`src/rtl/qspi_rx_aligner.sv`:
```
// QSPI read-data aligner: delays the nibble-sample strobe by the pad round-trip latency,
// packs nibbles into bytes (high nibble first) and buffers them in a FWFT byte FIFO.
// Optional sticky overflow flag is built when QSPI_RX_OVF_EN is defined.
module qspi_rx_aligner #(
  parameter int MAX_LATENCY = 5,
  parameter int FIFO_DEPTH  = 4
) (
  input  logic       clk,
  input  logic       rst,
  input  logic [2:0] latency_cfg,
  input  logic       start,
  input  logic [7:0] len_m1,
  input  logic       abort,
  input  logic       sample_req,
  input  logic [3:0] qspi_data_in,
  output logic [7:0] data_out,
  output logic       data_valid,
  input  logic       data_ready,
  output logic       busy,
  output logic       done,
  output logic       overflow
);

  localparam int         AW      = $clog2(FIFO_DEPTH);
  localparam logic [2:0] MAX_LAT = 3'(MAX_LATENCY);

  logic [2:0]           lat_q;
  logic [MAX_LATENCY:1] strb_sr;
  logic                 armed;
  logic                 phase_lo;
  logic [7:0]           remaining;
  logic [3:0]           nib_hi_p0;

  logic                 start_acc;
  logic                 strb_tap;
  logic                 strb_eff;
  logic                 push;
  logic                 push_ok;
  logic                 pop;
  logic [7:0]           push_byte;

  logic [7:0]           fifo_mem [FIFO_DEPTH];
  logic [AW:0]          wr_ptr;
  logic [AW:0]          rd_ptr;
  logic                 fifo_empty;
  logic                 fifo_full;

  assign start_acc = start && !abort;

  // Stage 0: strobe tap selection (latency 0 bypasses the shift register)
  always_comb begin
    strb_tap = sample_req && armed;
    for (int i = 1; i <= MAX_LATENCY; i++) begin
      if (lat_q == 3'(i)) strb_tap = strb_sr[i];
    end
  end

  // Strobes still draining after the read ends are masked by armed.
  assign strb_eff  = strb_tap && armed;
  assign push      = strb_eff && phase_lo;
  assign push_byte = {nib_hi_p0, qspi_data_in};

  assign fifo_empty = (wr_ptr == rd_ptr);
  assign fifo_full  = (wr_ptr[AW] != rd_ptr[AW]) &&
                      (wr_ptr[AW-1:0] == rd_ptr[AW-1:0]);
  assign pop        = !fifo_empty && data_ready;
  assign push_ok    = push && (!fifo_full || pop);

  assign data_valid = !fifo_empty;
  assign data_out   = fifo_empty ? 8'h00 : fifo_mem[rd_ptr[AW-1:0]];
  assign busy       = armed;

  function automatic logic [2:0] clamp_lat(input logic [2:0] cfg);
    return (cfg > MAX_LAT) ? MAX_LAT : cfg;
  endfunction

  // Stage 1: control state, strobe pipeline and FIFO pointers
  always_ff @(posedge clk or posedge rst) begin
    if (rst) begin
      lat_q     <= 3'd0;
      strb_sr   <= '0;
      armed     <= 1'b0;
      phase_lo  <= 1'b0;
      remaining <= 8'd0;
      done      <= 1'b0;
      wr_ptr    <= '0;
      rd_ptr    <= '0;
    end else begin
      done <= 1'b0;
      if (abort) begin
        strb_sr   <= '0;
        armed     <= 1'b0;
        phase_lo  <= 1'b0;
        remaining <= 8'd0;
        wr_ptr    <= '0;
        rd_ptr    <= '0;
      end else if (start) begin
        lat_q     <= clamp_lat(latency_cfg);
        remaining <= len_m1;
        phase_lo  <= 1'b0;
        strb_sr   <= '0;
        armed     <= 1'b1;
        wr_ptr    <= '0;
        rd_ptr    <= '0;
      end else begin
        strb_sr[1] <= sample_req && armed;
        for (int i = 2; i <= MAX_LATENCY; i++) begin
          strb_sr[i] <= strb_sr[i-1];
        end
        if (strb_eff) begin
          phase_lo <= !phase_lo;
          if (phase_lo) begin
            if (remaining == 8'd0) begin
              armed <= 1'b0;
              done  <= 1'b1;
            end else begin
              remaining <= remaining - 8'd1;
            end
          end
        end
        if (push_ok) wr_ptr <= wr_ptr + {{AW{1'b0}}, 1'b1};
        if (pop)     rd_ptr <= rd_ptr + {{AW{1'b0}}, 1'b1};
      end
    end
  end

  // Stage 1: datapath storage (no reset on data)
  always_ff @(posedge clk) begin
    if (strb_eff && !phase_lo) nib_hi_p0 <= qspi_data_in;
    if (push_ok) fifo_mem[wr_ptr[AW-1:0]] <= push_byte;
  end

`ifdef QSPI_RX_OVF_EN
  always_ff @(posedge clk or posedge rst) begin
    if (rst) begin
      overflow <= 1'b0;
    end else if (start_acc) begin
      overflow <= 1'b0;
    end else if (!abort && push && !push_ok) begin
      overflow <= 1'b1;
    end
  end
`else
  assign overflow = 1'b0;
`endif

endmodule

```
`config.mk`:
```
export PLATFORM = sky130hd
export DESIGN_NAME = qspi_rx_aligner
export DESIGN_NICKNAME = d
export VERILOG_FILES = /design/src/rtl/qspi_rx_aligner.sv
export SDC_FILE = /design/constraint.sdc
export NUM_CORES = 1
export LEC_CHECK = 0
export CORE_AREA = 2 2 98 100
export DETAILED_ROUTE_END_ITERATION = 12
export DIE_AREA = 0 0 100 102
export PLACE_DENSITY_LB_ADDON = 0.2
export SLEW_MARGIN = 10
export SYNTH_ARGS = -nofsm -noshare
export SYNTH_HDL_FRONTEND = slang
export SYNTH_SLANG_ARGS = --single-unit
```
`constraint.sdc`:
```
create_clock -name clk -period 3.3 [get_ports clk]
set_input_delay 0.66 -clock clk [delete_from_list [all_inputs] [get_ports clk]]
set_output_delay 0.66 -clock clk [all_outputs]
set_load 0.05 [all_outputs]
```
Yosys cells after proc, flatten, opt, wreduce, memory -nomap -nowiden
Memories as Yosys holds them, arrays and structs flattened.
Cells that the tools add are included.
{"block": "classes", "n_reduce_logical": 20, "eq_ne": 9, "n_lt_le_gt_ge": 1, "bitwise_logic": 1, "mux": 35, "add_sub_neg": 3}
{"cell": "$mux W8", "n": 6}
{"cell": "$mux W3", "n": 7}
{"cell": "$mux W1", "n": 20}
{"cell": "$reduce_bool A3 Y1", "n": 5}
{"cell": "$mux W5", "n": 2}
{"cell": "$logic_not A8 Y1", "n": 1}
{"cell": "$sub A8 B1 Y8 const B", "n": 1}
{"cell": "$logic_and A1 B1 Y1", "n": 7}
{"cell": "$add A3 B1 Y3 const B", "n": 2}
{"cell": "$eq A3 B2 Y1 const B", "n": 2}
{"cell": "$eq A3 B3 Y1 const B", "n": 2}
{"cell": "$reduce_and A3 Y1", "n": 2}
{"cell": "$eq A3 B1 Y1 const B", "n": 1}
{"cell": "$eq A3 B3 Y1", "n": 1}
{"cell": "$gt A3 B3 Y1 const B", "n": 1}
{"cell": "$logic_not A1 Y1", "n": 3}
{"cell": "$ne A3 B3 Y1 const B", "n": 1}
{"cell": "$eq A2 B2 Y1", "n": 1}
{"cell": "$reduce_and A2 Y1", "n": 1}
{"cell": "$logic_or A1 B1 Y1", "n": 1}
{"cell": "$ne A1 B1 Y1", "n": 1}
{"cell": "$not A1 Y1", "n": 1}
{"block": "totals", "n_memories": 1, "inputBits": 21, "word_cells": 79, "ramBits": 32, "output_inout_bits": 12, "reg_bits": 29}
{"name": "fifo_mem", "depth": 4, "word_bits": 8, "rd": 1, "rd_ports_with_merged_regs": 0, "write_ports": 1, "line_no": "42", "source": "logic [7:0] fifo_mem [FIFO_DEPTH];"}

Depth between registers and ports, before layout
{"block": "depth", "word_depth": 12, "mapped_depth": 7, "depth_no_buf": 7}

Least setup slack after synthesis
Ideal clock, no wire load.
{"block": "synth_timing", "kind": "register -> output", "startpoint": "register rd_ptr[1]", "endpoint": "output port data_out[0]", "t_arrival_ns": 1.996, "setup_slack_ns": 0.644, "stages_incl_launch_ff": 6, "cell_sequence": "dfrtp_1 -> clkbuf_1 -> xnor2_1 -> nand3b_1 -> clkbuf_1 -> and2_1"}
{"block": "synth_via", "elab_chain_len": 2}
{"element": "start, declared", "line_no": "44", "source": "logic [AW:0] rd_ptr;"}
{"element": "start signal, assigned", "line_no": "122", "source": "if (pop) rd_ptr <= rd_ptr + {{AW{1'b0}}, 1'b1};"}
{"element": "$mem_v2 Z4 W8 / $eq A3 B3 Y1 (equally long branches)"}
{"element": "$mux W8 (*)", "line_no": "70", "source": "assign data_out = fifo_empty ? 8'h00 : fifo_mem[rd_ptr[AW-1:0]];"}
{"element": "end, declared", "line_no": "16", "source": "output logic [7:0] data_out,"}
Every way passes the cells marked *; elsewhere a longest branch is shown, timed or not.

Worst setup path after layout
{"block": "layout_timing", "startpoint": "register rd_ptr[0]", "endpoint": "output port data_out[2]"}
The elaborated chain is that of the path after synthesis.

==> impl_results.md <==
* Status: completed
* Final period utilization at 95.6%
* WHS at 0.487 ns
* Global-route wire length before repair at 8.63 mm
* Setup_tns at 0 ns
* Top cell type by total area after synthesis: edfxtp_1
* Cell Area, Synth at 2760 sq um
* Post_cts resized at 0
* Fillers at 892
* Clock Path Buffers at 2
* Register area share after synthesis at 61.9%
* Yosys warnings at 0
* Crit. End Element: output port
* Final setup violation count at 0
* Slew Limit Fails at 0
* Die X at 100 microns
* TritonCTS buffer count at 9
* Worst-margin pin slew at 0.622 ns
* Synthesis-to-layout area growth at 24.2%
* Met3 WL post-DR at 179 microns
* Post-route clock skew at 0.00890 ns
* Post-synthesis mux area share at 8.03%
* Most instantiated cells after synthesis: 36 x edfxtp_1, 25 x dfrtp_1, 16 x and2_1, 16 x nor2_1, 8 x mux4_2
* Tmin final at 3.15 ns
* Synthesized area per cell at 13.6 sq um
* Vias in the first global route at 1748
* CP Max Fanout at 7
* Max-slew headroom at 58.4%
* Synth cell types at 47
* Cell count after synthesis at 202
* Routability cong. at 0.720
* Instance area after placement at 3200 sq um
* Synth Area in Simple Gates at 13.7%
* Buffers added on ports at 31
* Synth async-reset ratio at 41.0%
* RSZ-0062 raised after global routing: no
* DR WL/cell at 14.6 microns
* Largest family of logic cells by synthesized area: simple AND/OR/NAND/NOR gates
* Peak VDD IR at 0.201 mV
* Drt total wl at 5.17 mm
* Clock Latency Late Sink at 0.35 ns
* Hold Path Class: reg -> reg
* Clk slew on worst S/H paths at 0.07 ns
* FP Rows at 35
* Initial core utilization at 30.3%
* Final #Nets at 267
* WP data arrival at 2.49 ns
* CP Launch Type: flop
* Num Clock Sinks at 61
* Fmax at 0.317 GHz
* Max Cap Viol at 0
* Die ar. at 10200 sq um
* Pwr per Cell Area at 502 nW/um^2
* Final Hold Vio Count at 0
* H-tree depth reported by CTS at 3
* Tot Pwr at 1.72 mW
* Core Box Area at 9110 sq um
* Setup CP Type: reg -> out
* Root Buffer: clkbuf_8
* GR Overflow Total at 0
* Drt drc at 0
* Diode count at 0
* Complex-gate fraction of the synthesized area at 8.26%
* Top cells by area, synth: edfxtp_1 39%, dfrtp_1 23%, mux4_2 6.5%
* CTS Hold Bufs at 0
* ANT nets after route at 0
* Pleak at 1.28 nW
* Antenna violations before repair at 0
* Post-synth top area share at 39.2%
* Required @ worst endpoint at 2.64 ns
* Vias/cell at 4.79
* Largest net degree at the start of global routing at 26
* XOR/XNOR Fraction of Synth Area at 2.22%
* Main synth FF type: edfxtp_1
* DRT iter0 DRCs at 40
* Fraction of layout cells with a size suffix above 1 at 13.9%
* DP HPWL at 3.52 mm
* Total track usage at 11.3%
* CTS tree: built
* Final Cell Area at 3420 sq um
* Die H at 102 microns
* Vias at 1700
* DRT Pass-1 Iters at 4
* I/O pin count at 33
* Count leader, synth: edfxtp_1
* Post-Syn Nets at 230
* Top Metal Used: met4
* WL met1 at 2.53 mm
* Met2 WL at 2.33 mm
* EDFF count, synth at 36
* Postcts setup bufs at 0
* Post-synthesis adder-cell area fraction at 3.18%
* Post-synthesis register bit count at 61
cell families after synthesis:
| kind of cell | Yosys count |
|---|---|
| and+or+nand+nor | 67 |
| DFF | 61 |
| AOI/OAI and AO/OA | 30 |
| buffers and inverters | 17 |
| muxes | 12 |
| adders and majority gates | 7 |
| xor gates and xnor gates | 7 |
| other | 1 |
cell usage in the layout, fill, tap and decap left out, drive strengths merged, types with 4 or more instances in the layout:
cell type,count
edfxtp,36
clkdlybuf4s50,31
dfrtp,25
nor2,16
and2,16
inv,10
clkbuf,9
mux4,8
ha,7
o21ai,7
a21oi,6
nand3,6
or3,5
xor2,4
nand2,4
a311oi,4
buf,4
worst max-delay path: stages, from the launching register on:
cell and delay, ns:
dfrtp_1 0.56, buf_4 0.24, mux4_2 0.49, and2_1 0.16, clkdlybuf4s50_1 0.70
through the flow:
step | worst slack (ns) | util (%) | cells
final | 0.145 | 37.6 | 355
after global routing | 0.0166 | 37.6 | 355
after CTS | 0.0953 | 37.6 | 355
after detailed placement | 0.448 | 35.1 | 339
after global placement | 0.470 | 35.1 | 339
after floorplan | 0.644 | - | 202
sequential cells by signal, summed over array words and instances (netlist names):
name       flops
busy           1
done           1
fifo_mem      32
lat_q          3
nib_hi_p0      4
phase_lo       1
rd_ptr         3
remaining      8
strb_sr        5
wr_ptr         3
report_power, final:
group / internal [mW] / total, mW / switching [mW]
Clock: 0.435 / 0.760 / 0.325
Combinational: 0.0518 / 0.114 / 0.0623
Sequential: 0.825 / 0.846 / 0.0205
final timing paths:
| kind | from | end | slack [ns] | depth (start not counted) |
|---|---|---|---|---|
| worst max-delay path | rd_ptr[0]$_DFFE_PP0P_ | data_out[2] | 0.15 | 4 |
| worst min-delay path | strb_sr[1]$_DFF_PP0_ | strb_sr[2]$_DFF_PP0_ | 0.49 | 1 |
| worst max register to register | lat_q[2]$_DFFE_PP0P_ | fifo_mem[0][5]$_DFFE_PP_ | 1.15 | 4 |
| worst min register to register | strb_sr[1]$_DFF_PP0_ | strb_sr[2]$_DFF_PP0_ | 0.49 | 1 |
| max in group asynchronous | rst | rd_ptr[1]$_DFFE_PP0P_ | 2.38 | 3 |
| min in group asynchronous | rst | lat_q[0]$_DFFE_PP0P_ | 0.67 | 3 |
layout make-up:
cell class / count / area [sq um] / share of cell area (%)
inverters: 8 / 30.0 / 0.877
clock buffers: 9 / 124 / 3.62
multi-input cells: 124 / 980 / 28.6
clock inverters: 7 / 104 / 3.03
repair buffers: 35 / 340 / 9.94
well taps: 111 / 139 / 4.06
flip-flops and latches: 61 / 1710 / 49.9
per-layer routing:
metal	track usage [%]	vias to the layer above
met1	14.5	830
met4	6.01	0
met2	17.6	30
li1	-	829
met3	3.28	11
met5	0	-
(Power assumes the default switching activity.)
